## config.mk

```make
export PLATFORM = sky130hd
export DESIGN_NAME = mdu
export DESIGN_NICKNAME = d
export VERILOG_FILES = /design/src/rtl/mdu_pkg.sv /design/src/rtl/mdu_divstep.sv /design/src/rtl/mdu.sv
export SDC_FILE = /design/constraint.sdc
export NUM_CORES = 1
export LEC_CHECK = 0
export CAP_MARGIN = 20
export CORE_MARGIN = 5
export CORE_UTILIZATION = 30
export DETAILED_ROUTE_END_ITERATION = 10
export HOLD_SLACK_MARGIN = 0.03
export PLACE_DENSITY = 0.53
export SETUP_SLACK_MARGIN = 0.1
export SYNTH_ARGS = -nofsm -noshare
export SYNTH_HDL_FRONTEND = slang
export SYNTH_HIERARCHICAL = 1
export SYNTH_SLANG_ARGS = --single-unit
```

## constraint.sdc

```tcl
create_clock -name clk -period 13.92 [get_ports clk]
set_input_delay 4.176 -clock clk [delete_from_list [all_inputs] [get_ports clk]]
set_output_delay 4.176 -clock clk [all_outputs]
set_load 0.01 [all_outputs]
```

## src/rtl/mdu_pkg.sv

```systemverilog
// Shared encodings for the iterative multiply/divide unit: op codes, FSM states, iteration count.
package mdu_pkg;

    localparam int MDU_ITER = 32;

    localparam logic [2:0] MDU_MULT  = 3'd0;
    localparam logic [2:0] MDU_MULTU = 3'd1;
    localparam logic [2:0] MDU_DIV   = 3'd2;
    localparam logic [2:0] MDU_DIVU  = 3'd3;
    localparam logic [2:0] MDU_MTHI  = 3'd4;
    localparam logic [2:0] MDU_MTLO  = 3'd5;

    typedef enum logic [1:0] {
        ST_IDLE,
        ST_CALC,
        ST_SIGN,
        ST_DONE
    } state_e;

endpackage

```

## src/rtl/mdu_divstep.sv

```systemverilog
// One restoring-division step: shift the next dividend bit into the partial remainder,
// subtract the divisor when it fits. Purely combinational.
module mdu_divstep #(
    parameter int WIDTH = 32
) (
    input  logic [WIDTH-1:0] rem_in,
    input  logic             bit_in,
    input  logic [WIDTH-1:0] divisor,
    output logic [WIDTH-1:0] rem_out,
    output logic             q_bit
);

    logic [WIDTH:0] shifted;

    assign shifted = {rem_in, bit_in};
    assign q_bit   = (shifted >= {1'b0, divisor});
    // The true difference always fits in WIDTH bits, so modular subtraction on the low word is exact.
    assign rem_out = shifted[WIDTH-1:0] - (q_bit ? divisor : '0);

endmodule

```

## src/rtl/mdu.sv

```systemverilog
// Iterative MULT/MULTU/DIV/DIVU unit owning HI/LO; 34-cycle busy window per arithmetic op,
// MTHI/MTLO write in one cycle without leaving IDLE.
module mdu
    import mdu_pkg::*;
#(
    parameter int WIDTH = MDU_ITER
) (
    input  logic             clk,
    input  logic             rstn,
    input  logic             start,
    input  logic [2:0]       op,
    input  logic [WIDTH-1:0] a,
    input  logic [WIDTH-1:0] b,
    output logic             busy,
    output logic             done,
    output logic [WIDTH-1:0] hi,
    output logic [WIDTH-1:0] lo
);

    localparam int CW = $clog2(WIDTH);
    localparam logic [CW-1:0] LAST = CW'(WIDTH - 1);

    state_e             state;
    logic [CW-1:0]      cnt;
    logic [2*WIDTH-1:0] acc;
    logic [WIDTH-1:0]   opnd;
    logic               is_div, neg_res, neg_dvd, div_zero;

    // Signed ops are the even encodings (MULT, DIV).
    logic             sa, sb;
    logic [WIDTH-1:0] a_mag, b_mag;
    assign sa    = ~op[0] & a[WIDTH-1];
    assign sb    = ~op[0] & b[WIDTH-1];
    assign a_mag = sa ? -a : a;
    assign b_mag = sb ? -b : b;

    // acc = {partial product, remaining multiplier} for multiply,
    //       {partial remainder, dividend bits / quotient bits} for divide.
    logic [WIDTH:0]     mul_sum;
    logic [2*WIDTH-1:0] mul_next, div_next;
    logic [WIDTH-1:0]   rem_step;
    logic               q_step;

    assign mul_sum  = {1'b0, acc[2*WIDTH-1:WIDTH]} + (acc[0] ? {1'b0, opnd} : '0);
    assign mul_next = {mul_sum, acc[WIDTH-1:1]};

    mdu_divstep #(.WIDTH(WIDTH)) u_divstep (
        .rem_in  (acc[2*WIDTH-1:WIDTH]),
        .bit_in  (acc[WIDTH-1]),
        .divisor (opnd),
        .rem_out (rem_step),
        .q_bit   (q_step)
    );
    assign div_next = {rem_step, acc[WIDTH-2:0], q_step};

    // A zero divisor leaves the dividend magnitude as remainder, so HI = a falls out naturally.
    logic [2*WIDTH-1:0] prod_fix;
    logic [WIDTH-1:0]   quot_fix, rem_fix;
    assign prod_fix = neg_res ? -acc : acc;
    assign quot_fix = div_zero ? '1 : (neg_res ? -acc[WIDTH-1:0] : acc[WIDTH-1:0]);
    assign rem_fix  = neg_dvd ? -acc[2*WIDTH-1:WIDTH] : acc[2*WIDTH-1:WIDTH];

    always_ff @(posedge clk or negedge rstn) begin
        if (!rstn) begin
            state    <= ST_IDLE;
            busy     <= 1'b0;
            done     <= 1'b0;
            hi       <= '0;
            lo       <= '0;
            cnt      <= '0;
            acc      <= '0;
            opnd     <= '0;
            is_div   <= 1'b0;
            neg_res  <= 1'b0;
            neg_dvd  <= 1'b0;
            div_zero <= 1'b0;
        end else begin
            done <= 1'b0;
            case (state)
                ST_IDLE: begin
                    if (start) begin
                        if (op <= MDU_DIVU) begin
                            is_div   <= op[1];
                            neg_res  <= sa ^ sb;
                            neg_dvd  <= sa;
                            div_zero <= (b == '0);
                            cnt      <= '0;
                            busy     <= 1'b1;
                            state    <= ST_CALC;
                            if (op[1]) begin
                                acc  <= {{WIDTH{1'b0}}, a_mag};
                                opnd <= b_mag;
                            end else begin
                                acc  <= {{WIDTH{1'b0}}, b_mag};
                                opnd <= a_mag;
                            end
                        end else if (op == MDU_MTHI) begin
                            hi <= a;
                        end else if (op == MDU_MTLO) begin
                            lo <= a;
                        end
                    end
                end
                ST_CALC: begin
                    acc <= is_div ? div_next : mul_next;
                    cnt <= cnt + 1'b1;
                    if (cnt == LAST) state <= ST_SIGN;
                end
                ST_SIGN: begin
                    if (is_div) begin
                        hi <= rem_fix;
                        lo <= quot_fix;
                    end else begin
                        {hi, lo} <= prod_fix;
                    end
                    done  <= 1'b1;
                    state <= ST_DONE;
                end
                ST_DONE: begin
                    busy  <= 1'b0;
                    state <= ST_IDLE;
                end
                default: state <= ST_IDLE;
            endcase
        end
    end

endmodule

```

==> impl_metrics.toml, run 1 <==
[outcome]
outcome = "complete, no violations"

[placement]
numPortBuffers = 135
routabilityCongestion = 0.956
dp.cells = 2684
post_dp_cell_area_mm2 = 0.0175
place_hpwl_mm = 44.4
pre_cts_slack_ps = 6320

[routing]
drtPass1Iterations = 5
post_drt_wl_per_cell_um = 21.5
drtIter0Drc = 1013
vias = 15091
via_per_inst = 5.55
wl_mm = 58.6
ant_nets = 0
drc = 0

[cells_and_area]
drive_gt1_share_pct = 5.74
syn2layout_area_growth_pct = 16.8
layoutNonFillerInstCount = 2719
fin_area_mm2 = 0.0182
nets = 2202

[sta]
worst_slew_pin_slew_ps = 1100
rsz0062_at_grt = "false"
finalClockSkew_ps = 14.7
maxSlewViolCount = 0
fin_tns_setup_ps = 0
maxSlewHeadroom_pct = 26.8
fmaxAchievable_ghz = 0.139
min_period_ps = 7210
period_share_pct = 51.8
hold_violations = 0
finalSetupViolations = 0
worst_slack_ps = 6710
whs_ps = 476

[synthesis]
syn-cell-area_mm2 = 0.0156
postSynthCellCount = 1965
ys_warn_count = 6
synth-async-reset-ratio_pct = 100
synth-seq-area-share_pct = 27.8
synth_fp_nets = 2142
synthFlopType = "dfrtp_1"
synth_top_area_cell = "dfrtp_1"
synth_seq_cells = 173
syn_avg_cell_area_um2 = 7.92
synth_edf_count = 0
synth_cell_types = 83
synth_top_area_share_pct = 27.8
netlist_top_cells_area = "dfrtp_1 (28%), ha_1 (8.4%), xnor2_1 (6.8%)"

[setup_path]
path_delay_family = "simple AND/OR/NAND/NOR gates"
cp-end-kind = "flop"
crit_path_start = "b[3]"
cpPeakStageDelay_ps = 860
rr_startpoint = "acc[31]"
crit_buf_inv = 1
cp_max_fo = 5
critPathRequiredTime_ps = 14280
cp_slowest_cell = "nor4_1"
crit_chain = "clkdlybuf4s50_1 -> nor4_1 -> nand4_1 -> nor4_2 -> nand2_1 -> o31ai_2 -> xor2_1 -> o221ai_1 -> mux2_2"
cp-start-kind = "input pin"
critPathKind = "input pin to flop"
arrival_ps = 7560

[min_path]
hold_path.class = "flop to flop"
hold_start = "lo[19]"

[clocking]
clock_sinks = 173
root_buffer = "clkbuf_16"
clockBufferDepth = 2
cts_setup_buffers = 0
cts_buffers = 17
worstSkewPairLatency_ps = 470
path_clk_slew_ps = 70
tritoncts = "built"
cts_repair_resize_count = 0
h-tree-depth = 4
hold_buffers = 0

[floorplan]
core-area_mm2 = 0.0513
ios = 136
fp.dieW_um = 238
die_height_um = 238
num_rows = 83
die_area_mm2 = 0.0565
initial_utilization_pct = 30.3

[global_routing]
grt-ovfl-total = 0
grt_usage_pct = 20.0
grt_pass1_wl_mm = 89.2
antenna_found_initial = 1
grt_pass1_vias = 14936
grt_max_degree = 103

[power_and_ir_drop]
p_sw_mw = 2.46
internal_power_mw = 2.37
pwr-share-seq_pct = 23.0
clkPwrFrac_pct = 10.3
combinationalPowerShare_pct = 66.7
power_density_mw_per_mm2 = 266
swShare_pct = 50.9
leakagePower_nw = 7.33
peakVddDrop_mv = 0.121

[flow_run]
maxCapViolations = 0
[worst paths after layout]
| check | to | slack, ps | depth (start not counted) |
|---|---|---|---|
| worst min-delay path | lo[19] | 480 | 2 |
| worst min register to register | lo[19] | 480 | 2 |
| worst max-delay path | acc[29] | 6710 | 9 |
| max in group asynchronous | is_div | 9470 | 3 |
| worst max register to register | acc[60] | 8310 | 23 |
| min in group asynchronous | lo[2] | 3570 | 1 |
[layout by cell type, fill, tap and decap left out, drive strengths merged, types with 27 or more instances in the layout]
master and count:
dfrtp 173, nand2 228, nor2 137, o22ai 33, a21o 36, and2 43, a21oi 160, nor3 42
xor2 51, a211oi 27, o21ai 201, clkdlybuf4s50 133, ha 105, xnor2 121, nand3 31, inv 68
[Yosys cell counts, types with 12 or more instances]
master	n
nand3_1	31
nand2_1	228
clkbuf_1	103
nand2b_1	18
xor2_1	51
o21ai_1	26
nor3b_1	21
xnor2_1	121
mux2_2	19
o31ai_1	23
mux2i_1	25
o22ai_1	33
nor2b_1	12
o211ai_1	19
inv_1	67
o21a_1	14
a22oi_1	20
and2_1	43
or3_1	19
a211oi_1	27
nor3_1	41
a31oi_1	21
a21oi_1	158
dfrtp_1	173
nor2_1	136
o41ai_1	12
nand4_1	19
a21o_1	34
ha_1	105
o21ai_0	174
nor4_1	16
and3_1	12
[final cells by class]
type	count	area, um2
inverter	69	259
multi-input combinational	1605	10600
tap	680	851
sequential	173	4330
clock buffer	24	502
fill	5372	33100
antenna	1	2.50
clock inverter	8	82.6
timing repair buffer	159	1570
[logic make-up (layout without fill, tap and decap cells)]
family / after synthesis / after routing / share of synthesized area (%)
buffers and inverters: 187 / 260 / 4.56
other: 0 / 1 / 0
AND/OR/NAND/NOR: 633 / 633 / 19.6
XOR/XNOR: 173 / 173 / 9.83
AO/OA/AOI/OAI: 648 / 648 / 26.5
multiplexers: 44 / 44 / 2.98
flip-flops: 173 / 173 / 27.8
adder cells (fa/ha/maj): 107 / 107 / 8.70
[registers in the layout, summed over array words and instances, names as in the netlist, 2 cells and up]
signal,flops
cnt,5
acc,64
lo,32
opnd,32
hi,32
state,2
[routing by layer]
metal  up-vias  part of all wire, %  global-route usage (%)
met2       420                   47                    34.0
met1      7308                   46                    26.5
met3        94                  4.4                    2.56
li1       7269                    -                       -
met5         -                    0                       0
met4         0                  2.7                    6.49
[worst reg2reg max path, stage by stage, from the launching register on]
cell,delay (ps)
dfrtp_1,600
inv_1,130
ha_1,300
nor2b_1,50
o21ai_1,160
a21oi_1,80
o21ai_1,160
a41oi_1,260
o31ai_4,270
buf_4,410
and2_1,220
ha_1,190
inv_1,60
fa_1,410
a21o_1,230
a221o_1,360
a21oi_2,210
o211ai_2,210
o41ai_4,440
o21bai_1,110
a21oi_1,180
xnor2_1,100
a221oi_1,270
nand2_1,80
[power by group through the flow]
stage                     Clock, mW  Combinational, mW  Sequential [mW]
after global placement            0               3.16             1.11
after CTS                     0.505               3.21             1.10
after global routing          0.523               3.55             1.14
after detailed placement          0               3.19             1.11
final                         0.496               3.22             1.11
after floorplan                   0               2.30            0.968
[per-stage QoR]
step / total power, mW / util (%)
after global routing: 5.22 / 35.4
after CTS: 4.82 / 35.3
after floorplan: 3.26 / -
after global placement: 4.27 / 34.2
after detailed placement: 4.30 / 34.2
final: 4.83 / 35.4
Note: power is estimated with default switching activity, not from simulation.
==> run 2, diff against run 1 <==
Clock period 13.92 ns to 7 ns, I/O delays scaled along.
==> run 2 against run 1 <==
Final cell count barely moved. Design area barely moved. Global-route usage fell by 0.098 points. Register-to-register slack got worse by 6900 ps. Sequential power rose by 95%. Combinational power rose by 100%. Clock-buffer cell count fell by 7. Largest power group unchanged. Clock skew fell by 1.7 ps.
==> impl_metrics.toml, run 2 (synthesis results as in run 1) <==
[floorplan]
die_area_mm2 = 0.0565
ios = 136
core-area_mm2 = 0.0513
num_rows = 83
fp.dieW_um = 238
initial_utilization_pct = 30.3
die_height_um = 238

[setup_path]
arrival_ps = 5930
cp-start-kind = "flop"
critPathRequiredTime_ps = 7360
critPathKind = "flop to flop"
regToRegEndpoint = "acc[63]"
critPathCapture = "acc[63]"
reg2reg_depth = 21
cp_max_fo = 21
cp-end-kind = "flop"
r2r_slack_ps = 1420
crit_path_start = "acc[31]"
rr_startpoint = "acc[31]"

[cells_and_area]
fin_area_mm2 = 0.0182
drive_gt1_share_pct = 5.74
postLayoutCoreUtil_pct = 35.4
regMostFlops = "acc"
largest_reg_flops = 64
syn2layout_area_growth_pct = 16.8
mostFrequentLayoutCells = "nand2_1 (228), o21ai_0 (174), dfrtp_1 (172), a21oi_1 (156), nor2_1 (135)"
nets = 2201
layout_commonest_cell = "nand2_1"
n_antenna_cell = 0

[clocking]
path_clk_slew_ps = 80
cts_setup_buffers = 0
cts_buffers = 17
h-tree-depth = 4
worstSkewPairLatency_ps = 460
root_buffer = "clkbuf_16"
cts_repair_resize_count = 0
tritoncts = "built"
clock_sinks = 173
hold_buffers = 0
clockBufferDepth = 2

[placement]
numPortBuffers = 135
place_hpwl_mm = 44.8
post_dp_cell_area_mm2 = 0.0176
routabilityCongestion = 0.936

[sta]
period_share_pct = 79.7
finalSetupViolations = 0
whs_ps = 479
rsz0062_at_grt = "false"
hold_violations = 0
finalClockSkew_ps = 13.0
worst_slew_pin_slew_ps = 1080
fmaxAchievable_ghz = 0.179
fin_tns_setup_ps = 0
maxSlewViolCount = 0
maxSlewHeadroom_pct = 27.4
min_period_ps = 5580

[global_routing]
grt_usage_pct = 19.9
antenna_found_initial = 0
grt_pass1_wl_mm = 89.3
grt-ovfl-total = 0
grt_max_degree = 116
grt_pass1_vias = 14955

[routing]
via_per_inst = 5.56
wl_mm = 58.3
drtIter0Drc = 1140
ant_nets = 0
drc = 0
drtPass1Iterations = 7
vias = 15100
post_drt_wl_per_cell_um = 21.4

[power_and_ir_drop]
peakVddDrop_mv = 0.249
leakagePower_nw = 7.34
power_density_mw_per_mm2 = 534

[min_path]
hold_path.class = "flop to flop"
min_delay_path_depth = 2

[outcome]
outcome = "complete, no violations"

[flow_run]
maxCapViolations = 0
-- run 2: changes by cell type in the layout (fill, tap and decap cells not counted) --
cell	delta
inv_8	+1
nor2_2	-1
buf_4	-1
nor2_1	+1
clkinv_2	+2
clkbuf_1	-2
inv_6	+5
clkinvlp_4	-2
clkinv_4	-1
bufinv_16	+2
diode_2	-1
clkbuf_8	-5
buf_12	+1
buf_16	-1
-- run 2: cell type report --
type                       count  area [um2]
fill                        5358       33100
multi-input combinational   1605       10600
sequential                   173        4330
timing repair buffer         158        1550
tap                          680         851
clock buffer                  17         425
inverter                      69         259
clock inverter                15         184
-- run 2: metrics by stage --
stage	cells	total power [mW]	setup WS (ps)
final	2717	9.70	1420
after global routing	2717	10.5	1080
after CTS	2717	9.68	1380
after detailed placement	2685	8.61	1400
after global placement	2684	8.57	1520
after floorplan	1965	6.49	2500
-- run 2: layer usage --
layer	global-route usage [%]	up-vias	share of wire [%]
li1	-	7266	-
met1	26.8	7265	45
met2	33.7	485	47
met3	2.01	84	4.5
met4	6.73	0	3.0
met5	0	-	0
-- run 2: worst min-delay path by stage --
| stage | from | to | slack (ps) |
|---|---|---|---|
| floorplan | cnt[3] | cnt[3] | 440 |
| global placement | lo[8] | lo[8] | 460 |
| detailed placement | lo[14] | lo[14] | 470 |
| CTS | lo[20] | lo[20] | 480 |
| global route | lo[20] | lo[20] | 510 |
| finish | lo[20] | lo[20] | 480 |
-- run 2: power by group --
part / internal, mW / switching [mW]
logic: 2.73 / 3.78
registers: 1.47 / 0.691
clock network: 0.568 / 0.465
total: 4.77 / 4.93
-- run 2: worst max-delay path: stages (launching register included) --
cell and delay [ps]:
dfrtp_1 480, inv_1 180, ha_1 320, nor2b_1 40, o21ai_1 140, a21oi_1 100
o21ai_1 170, a41oi_1 240, o31ai_4 640, buf_4 400, nand2_1 100, ha_1 440
and4_1 290, nand3_1 100, a211oi_1 160, nand2b_1 240, nand4_1 120, nand3b_1 200
a2bb2oi_1 310, xor3_1 370, nand2b_1 160, a32o_1 270
